**config.mk**
```make
export PLATFORM = sky130hd
export DESIGN_NAME = ws2812_rx
export DESIGN_NICKNAME = d
export VERILOG_FILES = /design/src/rtl/ws2812_rx.sv
export SDC_FILE = /design/constraint.sdc
export NUM_CORES = 1
export LEC_CHECK = 0
export CAP_MARGIN = 25
export CORE_ASPECT_RATIO = 0.75
export CORE_MARGIN = 1
export CORE_UTILIZATION = 45
export DETAILED_ROUTE_END_ITERATION = 10
export HOLD_SLACK_MARGIN = 0.15
export MAX_ROUTING_LAYER = met4
export PLACE_DENSITY = 0.66
export REMOVE_ABC_BUFFERS = 1
export SLEW_MARGIN = 20
export SYNTH_ARGS = -nofsm -noshare
export SYNTH_HDL_FRONTEND = slang
export SYNTH_SLANG_ARGS = --single-unit
export TNS_END_PERCENT = 1
```
**constraint.sdc**
```tcl
create_clock -name clk -period 4.1 [get_ports clk]
set_input_delay 1.025 -clock clk [delete_from_list [all_inputs] [get_ports clk]]
set_output_delay 1.025 -clock clk [all_outputs]
set_load 0.03 [all_outputs]
```
**src/rtl/ws2812_rx.sv**
```systemverilog
// WS2812/SK6812 800 kHz NRZ receiver: measures DI high widths, decodes GRB pixels MSB
// first, and closes the frame when the line stays low for the latch gap.
module ws2812_rx #(
  parameter int NUM_LEDS     = 8,
  parameter int SYSTEM_CLOCK = 50000000
) (
  input  logic                          clk,
  input  logic                          reset,
  input  logic                          DI,
  output logic                          pixel_valid,
  output logic [$clog2(NUM_LEDS)-1:0]   address,
  output logic [7:0]                    green_out,
  output logic [7:0]                    red_out,
  output logic [7:0]                    blue_out,
  output logic                          frame_done,
  output logic [$clog2(NUM_LEDS+1)-1:0] pixel_count,
  output logic                          in_frame,
  output logic                          error,
  output logic                          overflow
);

  localparam int CYCLE_COUNT  = SYSTEM_CLOCK / 800_000;
  localparam int THRESH       = 3 * CYCLE_COUNT / 8;
  localparam int MIN_HIGH     = CYCLE_COUNT / 8;
  localparam int MAX_HIGH     = 2 * CYCLE_COUNT;
  localparam int RESET_DETECT = SYSTEM_CLOCK / 25_000;
  localparam int AW = $clog2(NUM_LEDS);
  localparam int CW = $clog2(NUM_LEDS + 1);
  localparam int HW = $clog2(MAX_HIGH + 1);
  localparam int LW = $clog2(RESET_DETECT + 1);

  localparam logic [HW-1:0] THRESH_C = HW'(THRESH);
  localparam logic [HW-1:0] MIN_C    = HW'(MIN_HIGH);
  localparam logic [HW-1:0] MAX_C    = HW'(MAX_HIGH);
  localparam logic [LW-1:0] RD_C     = LW'(RESET_DETECT);
  localparam logic [LW-1:0] RD_M1_C  = LW'(RESET_DETECT - 1);
  localparam logic [CW-1:0] NUM_C    = CW'(NUM_LEDS);

  // SYNC: waiting for a full latch gap | IDLE: between frames
  // HIGH: measuring a high pulse       | LOW: measuring the gap after a bit
  typedef enum logic [1:0] {S_SYNC, S_IDLE, S_HIGH, S_LOW} state_t;

  state_t          state_q, state_d;
  logic [1:0]      sync_q;
  logic            di_d_q;
  logic [HW-1:0]   high_cnt_q, high_cnt_d;
  logic [LW-1:0]   low_cnt_q, low_cnt_d;
  logic [4:0]      bit_cnt_q, bit_cnt_d;
  logic [23:0]     shift_q, shift_d;
  logic [CW-1:0]   cnt_q, cnt_d;
  logic [AW-1:0]   address_q, address_d;
  logic [7:0]      green_q, green_d, red_q, red_d, blue_q, blue_d;
  logic            pv_q, pv_d, fd_q, fd_d, err_q, err_d;
  logic            in_frame_q, in_frame_d, ovf_q, ovf_d;

  logic            di_s, rise, fall, bit_val;
  logic [23:0]     full_pixel;

  assign di_s       = sync_q[1];
  assign rise       = di_s & ~di_d_q;
  assign fall       = ~di_s & di_d_q;
  assign bit_val    = (high_cnt_q >= THRESH_C);
  assign full_pixel = {shift_q[22:0], bit_val};

  always_comb begin
    state_d    = state_q;
    high_cnt_d = high_cnt_q;
    low_cnt_d  = low_cnt_q;
    bit_cnt_d  = bit_cnt_q;
    shift_d    = shift_q;
    cnt_d      = cnt_q;
    address_d  = address_q;
    green_d    = green_q;
    red_d      = red_q;
    blue_d     = blue_q;
    pv_d       = 1'b0;
    fd_d       = 1'b0;
    err_d      = 1'b0;
    in_frame_d = in_frame_q;
    ovf_d      = ovf_q;
    case (state_q)
      S_SYNC: begin
        if (di_s) begin
          low_cnt_d = '0;
        end else if (low_cnt_q == RD_M1_C) begin
          low_cnt_d = '0;
          state_d   = S_IDLE;
        end else begin
          low_cnt_d = low_cnt_q + LW'(1);
        end
      end
      S_IDLE: begin
        if (rise) begin
          state_d    = S_HIGH;
          high_cnt_d = HW'(1);
          bit_cnt_d  = '0;
          cnt_d      = '0;
          ovf_d      = 1'b0;
          in_frame_d = 1'b1;
        end
      end
      S_HIGH: begin
        if (fall) begin
          if (high_cnt_q < MIN_C) begin
            err_d      = 1'b1;
            in_frame_d = 1'b0;
            low_cnt_d  = '0;
            state_d    = S_SYNC;
          end else begin
            shift_d   = full_pixel;
            low_cnt_d = LW'(1);
            state_d   = S_LOW;
            if (bit_cnt_q == 5'd23) begin
              bit_cnt_d = '0;
              green_d   = full_pixel[23:16];
              red_d     = full_pixel[15:8];
              blue_d    = full_pixel[7:0];
              // Pixels beyond NUM_LEDS are still decoded but only flagged.
              if (cnt_q < NUM_C) begin
                pv_d      = 1'b1;
                address_d = cnt_q[AW-1:0];
                cnt_d     = cnt_q + CW'(1);
              end else begin
                ovf_d = 1'b1;
              end
            end else begin
              bit_cnt_d = bit_cnt_q + 5'd1;
            end
          end
        end else if (high_cnt_q == MAX_C) begin
          err_d      = 1'b1;
          in_frame_d = 1'b0;
          low_cnt_d  = '0;
          state_d    = S_SYNC;
        end else begin
          high_cnt_d = high_cnt_q + HW'(1);
        end
      end
      S_LOW: begin
        if (rise) begin
          high_cnt_d = HW'(1);
          state_d    = S_HIGH;
        end else if (low_cnt_q == RD_M1_C) begin
          fd_d       = 1'b1;
          err_d      = (bit_cnt_q != 5'd0);
          in_frame_d = 1'b0;
          state_d    = S_IDLE;
        end else if (low_cnt_q < RD_C) begin
          low_cnt_d = low_cnt_q + LW'(1);
        end
      end
      default: state_d = S_SYNC;
    endcase
  end

  always_ff @(posedge clk) begin
    if (reset) begin
      state_q    <= S_SYNC;
      sync_q     <= '0;
      di_d_q     <= 1'b0;
      high_cnt_q <= '0;
      low_cnt_q  <= '0;
      bit_cnt_q  <= '0;
      shift_q    <= '0;
      cnt_q      <= '0;
      address_q  <= '0;
      green_q    <= '0;
      red_q      <= '0;
      blue_q     <= '0;
      pv_q       <= 1'b0;
      fd_q       <= 1'b0;
      err_q      <= 1'b0;
      in_frame_q <= 1'b0;
      ovf_q      <= 1'b0;
    end else begin
      state_q    <= state_d;
      sync_q     <= {sync_q[0], DI};
      di_d_q     <= sync_q[1];
      high_cnt_q <= high_cnt_d;
      low_cnt_q  <= low_cnt_d;
      bit_cnt_q  <= bit_cnt_d;
      shift_q    <= shift_d;
      cnt_q      <= cnt_d;
      address_q  <= address_d;
      green_q    <= green_d;
      red_q      <= red_d;
      blue_q     <= blue_d;
      pv_q       <= pv_d;
      fd_q       <= fd_d;
      err_q      <= err_d;
      in_frame_q <= in_frame_d;
      ovf_q      <= ovf_d;
    end
  end

  assign pixel_valid = pv_q;
  assign address     = address_q;
  assign green_out   = green_q;
  assign red_out     = red_q;
  assign blue_out    = blue_q;
  assign frame_done  = fd_q;
  assign pixel_count = cnt_q;
  assign in_frame    = in_frame_q;
  assign error       = err_q;
  assign overflow    = ovf_q;

endmodule

```
---- Word level (Yosys, flattened, before mapping) ----
Cells that the tools add are included.
word-level totals
  register bits after elaboration ......... 87
  input bits .............................. 3
  output and inout bits ................... 36
  word-level logic and storage cells ...... 128
cells by class
  $add $sub $neg .......................... 4
  magnitude comparators ................... 4
  eq/ne operators ......................... 22
  muxes and demuxes ....................... 53
  bitwise operators ....................... 9
  reduce and logical (&&, ||, !) cells .... 19
operator list
  cell                     count
  $mux W11                 7
  $pmux W11 S3             1
  $ne A2 B2 Y1 const B     13
  $mux W7                  3
  $mux W4                  5
  $mux W5                  4
  $mux W1                  19
  $reduce_and A6 Y1        3
  $mux W2                  7
  $pmux W7 S2              1
  $reduce_and A4 Y1        3
  $add A11 B1 Y11 const B  1
  $eq A11 B11 Y1 const B   1
  $lt A11 B11 Y1 const B   1
  $pmux W5 S2              1
  $reduce_and A5 Y1        2
  $pmux W2 S4              1
  $pmux W4 S2              1
  $add A7 B1 Y7 const B    1
  $eq A7 B7 Y1 const B     1
  $ge A7 B5 Y1 const B     1
  $lt A7 B3 Y1 const B     1
  $not A1 Y1               7
  $ne A3 B3 Y1 const B     2
  18 further kinds         24

---- Depth between registers and ports, before layout ----
  depth after elaboration ................. 6
  mapped depth ............................ 9
  mapped depth without buffers ............ 7

---- Worst setup path before layout ----
No wires, ideal clock.
  path kind ............................... reg2reg
  start ................................... reg low_cnt_q[0]
  end ..................................... reg low_cnt_q[10]
  library setup time ...................... 92 ps
  arrival time ............................ 1806 ps
  data required time ...................... 4008 ps
  setup slack ............................. 2202 ps
  stages on the path, launching flop included .. 7
  path buffers ............................ 0
  clock period less this slack ............ 1898 ps
  cell sequence ........................... dfxtp_1 -> ha_1 -> nand3_1 -> nor4b_4 -> o31ai_1 -> nand2_2 -> o32ai_1
between the ends
  word-level cells in the longest chain between the ends .. 5
  elaborated cells on any way between the ends .. 12
  those cells by class .................... add/sub (1); order compare (1); eq/ne (3); mux (6); reduce/logical (1)
ends and longest elaborated chain
  element                 RTL line  source
  from (decl)             47        logic [LW-1:0] low_cnt_q, low_cnt_d;
  from (signal assigned)  180       low_cnt_q <= low_cnt_d;
  $add A11 B1 Y11         89, 149
  $mux W11                148       end else if (low_cnt_q < RD_C) begin
  $mux W11                143       end else if (low_cnt_q == RD_M1_C) begin
  $mux W11                140       if (rise) begin
  $pmux W11 S3            81        case (state_q)
Parallel ways exist; a longest one is shown, timed or not. The select of a mux whose other input is x is not followed.
A chain may end at the register's enable or synchronous reset.

---- Worst setup path after layout ----
  start ................................... reg cnt_q[0], in the netlist pixel_count[0]
  end ..................................... out pixel_count[0]
RTL lines
  element                 RTL line  source
  from (decl)             50        logic [CW-1:0] cnt_q, cnt_d;
  from (signal assigned)  183       cnt_q <= cnt_d;
  to (decl)               16        output logic [$clog2(NUM_LEDS+1)-1:0] pixel_count,
No word-level cell between the ends.

==> metrics.csv <==
stage;metric;value;unit
critical_path;critical_path.slowest_cell;clkdlybuf4s50_1;
die;core_area;7570;µm²
detailed_routing;routed_wire_length_per_instance;13.6;µm
cells_and_area;final.fill_count;717;
critical_path;critPathKind;flip-flop to output pin;
critical_path;critical_path.reg2reg.startpoint;high_cnt_q[3];
flow_run;max-cap-violations;0;
cells_and_area;area_growth;16.7;%
critical_path;crit_path_cell_trace;clkdlybuf4s50_1;
sta;slew_of_the_pin_with_the_lowest_slew_margin;806;ps
synth;number_of_standard_cells_after_synthesis;437;
critical_path;worst_setup_path_start_kind;flip-flop;
detailed_routing;drc;0;
clock_network;post_cts_hold_buffer_count;0;
critical_path;critPathCaptureType;output pin;
synth;synthDominantAreaCellType;dfxtp_1;
clock_network;htreeDepth;3;
detailed_routing;vias;3074;
power;peakVddDrop;0.182;mV
critical_path;r2r_slack;1550;ps
synth;synth_top_cells_by_count;nand2_1, dfxtp_1, a21oi_1;
global_route;grt_pass1_wl;13.1;mm
cells_and_area;multiInputGateArea;1750;µm²
die;die_span_y;79.9;µm
sta;totalNegativeSetupSlack;0;ps
cells_and_area;n_antenna_cell;0;
sta;fmax;0.391;GHz
synth;ys.flop_type;dfxtp_1;
critical_path;r2r_end;red_out[6];
detailed_routing;dr.pass1.iters;4;
cells_and_area;drive_above_1_share;7.42;%
sta;period_minus_slack;2560;ps
clock_network;clock_sinks;87;
clock_network;clk_root_buffer_cell;clkbuf_8;
synth;synth_cell_type_count;58;
sta;finalHoldViolations;0;
detailed_routing;detailedRoute.firstIterationViolations;198;
synth;yosysMostFrequentCell;nand2_1;
cells_and_area;sequential_cell_area;1740;µm²
synth;synth-seq-area-share;47.9;%
clock_network;cts_max_path_buffers;2;
critical_path;worstSetupStartpoint;pixel_count[0];
synth;synth-warning-count;0;
critical_path;worstSetupEndpoint;pixel_count[0];
sta;rsz0062_at_grt;no;
clock_network;cts_tree;done;
placement;routabilityCongestion;0.880;
sta;worst_slew_margin_rel;46.3;%
power;fin_total_pwr;0.00147;W
power;power.density;346;nW/µm²
die;start_util;48.1;%
critical_path;wp_data_arrival;1540;ps
global_route;antenna_found_initial;0;
detailed_routing;postRouteWirelength;7.81;mm
sta;worst_clock_skew;10.1;ps
critical_path;path_depth;1;
run_status;run_status;finished clean;
critical_path;r2r.worst_path.cells;5;
synth;asyncSetResetFlopFracSynth;0;%
placement;hpwlAfterDp;5.33;mm
clock_network;clk_pin_slew_worst_paths;90;ps
clock_network;post_cts_setup_buffer_count;0;
global_route;grt_pass1_vias;2748;
synth;synth-edff-count;0;
synth;synth_area_leaders;dfxtp_1, nand2_1, a21oi_1;
synth;postSynthRegisterBits;87;
synth;synth_largest_type_area_fraction;47.9;%
cells_and_area;nets;476;
global_route;grt_usage;20.1;%
clock_network;cts-resized-gates;0;
critical_path;critPathBufInv;1;
die;die_width;106;µm
detailed_routing;mean_number_of_vias_per_cell;5.36;
critical_path;worst_path_largest_cell_delay;720;ps
min_path;min_path_type;flip-flop to flip-flop;
die;fp.dieArea;8450;µm²
power;power.leakage;1.38;nW
global_route;grt_max_degree;43;
placement;buffer_ports.inserted;38;
synth;syn-mean-instance-area;8.32;µm²
detailed_routing;drtAntennaViolNets;0;
critical_path;top_family_by_delay_on_critical_path;buffers and inverters;
clock_network;clkLatencyLatePin;360;ps
clock_network;cts_made_buffers;9;
critical_path;critPathMaxFanout;5;
sta;setup_viol;0;
sta;part_of_the_cycle_the_worst_path_needs;62.4;%
critical_path;worst-endpoint-required;3070;ps
global_route;grt-ovfl-total;0;
die;design.portCount;39;
sta;maxSlewViolCount;0;
die;row_count;27;
synth;synthesis.area;3640;µm²
==> routing by layer <==
layer  GRT usage, %  share of wire [%]  up-vias
met5              -                  0        -
li1               -                  -     1572
met1           28.8                 53     1421
met3           4.16                4.4        7
met2           28.4                 42       74
met4           5.97               0.76        0
==> worst min-delay path by stage <==
stage / startpoint / end / slack (ps) / cells past startpoint
after floorplan: sync_q[0] / sync_q[1] / 410 / 1
after global placement: sync_q[0] / sync_q[1] / 430 / 1
after detailed placement: sync_q[0] / sync_q[1] / 440 / 1
after CTS: sync_q[0] / sync_q[1] / 460 / 1
after global routing: sync_q[0] / sync_q[1] / 480 / 1
final: sync_q[0] / sync_q[1] / 450 / 1
==> placed cells by master (no fill, tap or decap), types with 2 or more instances in the layout <==
| cell | Yosys | routed |
|---|---|---|
| xnor2_1 | 5 | 5 |
| clkinvlp_4 | 0 | 2 |
| nor2b_1 | 7 | 7 |
| buf_4 | 2 | 3 |
| a311oi_1 | 2 | 2 |
| nor3_1 | 4 | 4 |
| a21oi_1 | 64 | 64 |
| o32ai_1 | 6 | 6 |
| clkbuf_8 | 0 | 9 |
| dfxtp_1 | 87 | 87 |
| nor3b_1 | 2 | 2 |
| ha_1 | 6 | 6 |
| nor2_1 | 27 | 27 |
| nand3_2 | 2 | 2 |
| inv_6 | 0 | 2 |
| o21ai_0 | 11 | 11 |
| mux2i_1 | 3 | 3 |
| nand3_1 | 14 | 14 |
| inv_1 | 12 | 12 |
| or3_1 | 5 | 5 |
| a32o_1 | 3 | 3 |
| nor4_1 | 2 | 2 |
| clkdlybuf4s50_1 | 0 | 37 |
| nand2_1 | 106 | 106 |
| nand2b_1 | 2 | 2 |
| a211oi_1 | 7 | 7 |
| o211ai_2 | 2 | 2 |
| o21a_1 | 2 | 2 |
| nand3b_1 | 3 | 3 |
| xor2_1 | 2 | 2 |
==> registers in the layout, summed over array words and instances (netlist names), 2 cells and up <==
name / flops
red_out: 8
high_cnt_q: 7
green_out: 8
low_cnt_q: 11
address: 3
bit_cnt_q: 5
blue_out: 8
sync_q: 2
pixel_count: 4
shift_q: 23
state_q: 2
==> cells by family (layout without fill, tap and decap cells) <==
| logic type | count (synthesis) | after routing | synth area share [%] |
|---|---|---|---|
| DFF | 87 | 87 | 47.9 |
| adders and majority gates | 6 | 6 | 2.06 |
| AOI/OAI and AO/OA | 110 | 110 | 19.1 |
| buffers and inverters | 35 | 70 | 4.16 |
| muxes | 3 | 3 | 0.826 |
| xor gates and xnor gates | 7 | 7 | 1.69 |
| and+or+nand+nor | 189 | 189 | 24.3 |
==> metrics by stage <==
stage          cell area (µm²)  setup slack [ps]  std cells  util [%]  hold WS, ps
2_1_floorplan             3530              1830        415         -          414
3_3_place_gp              4060              1500        557      53.6          432
3_5_place_dp              4060              1450        557      53.6          438
4_1_cts                   4240              1490        573      56.0          457
5_1_grt                   4240              1250        573      56.1          479
6_report                  4240              1540        573      56.1          451
==> worst register-to-register path: stages, from the launching register on <==
cell,delay (ps)
dfxtp_1,390
nor4_2,450
a211o_1,620
or2_1,730
nand2_1,120
a21oi_1,180
==> final cells by class <==
type / instances / area share, %
clock buffer: 10 / 3.01
timing repair buffer: 41 / 9.38
inverter: 13 / 1.15
tap: 101 / 2.98
clock inverter: 6 / 1.24
sequential: 87 / 41.0
multi-input combinational: 315 / 41.2
==> report_power, final <==
part           internal [W]  leakage [nW]   total, W  switching [W]
combinational     0.0000175         0.588  0.0000553      0.0000378
sequential         0.000850         0.702   0.000858     0.00000788
clock              0.000230        0.0854   0.000554       0.000324
(Power assumes the default switching activity.)
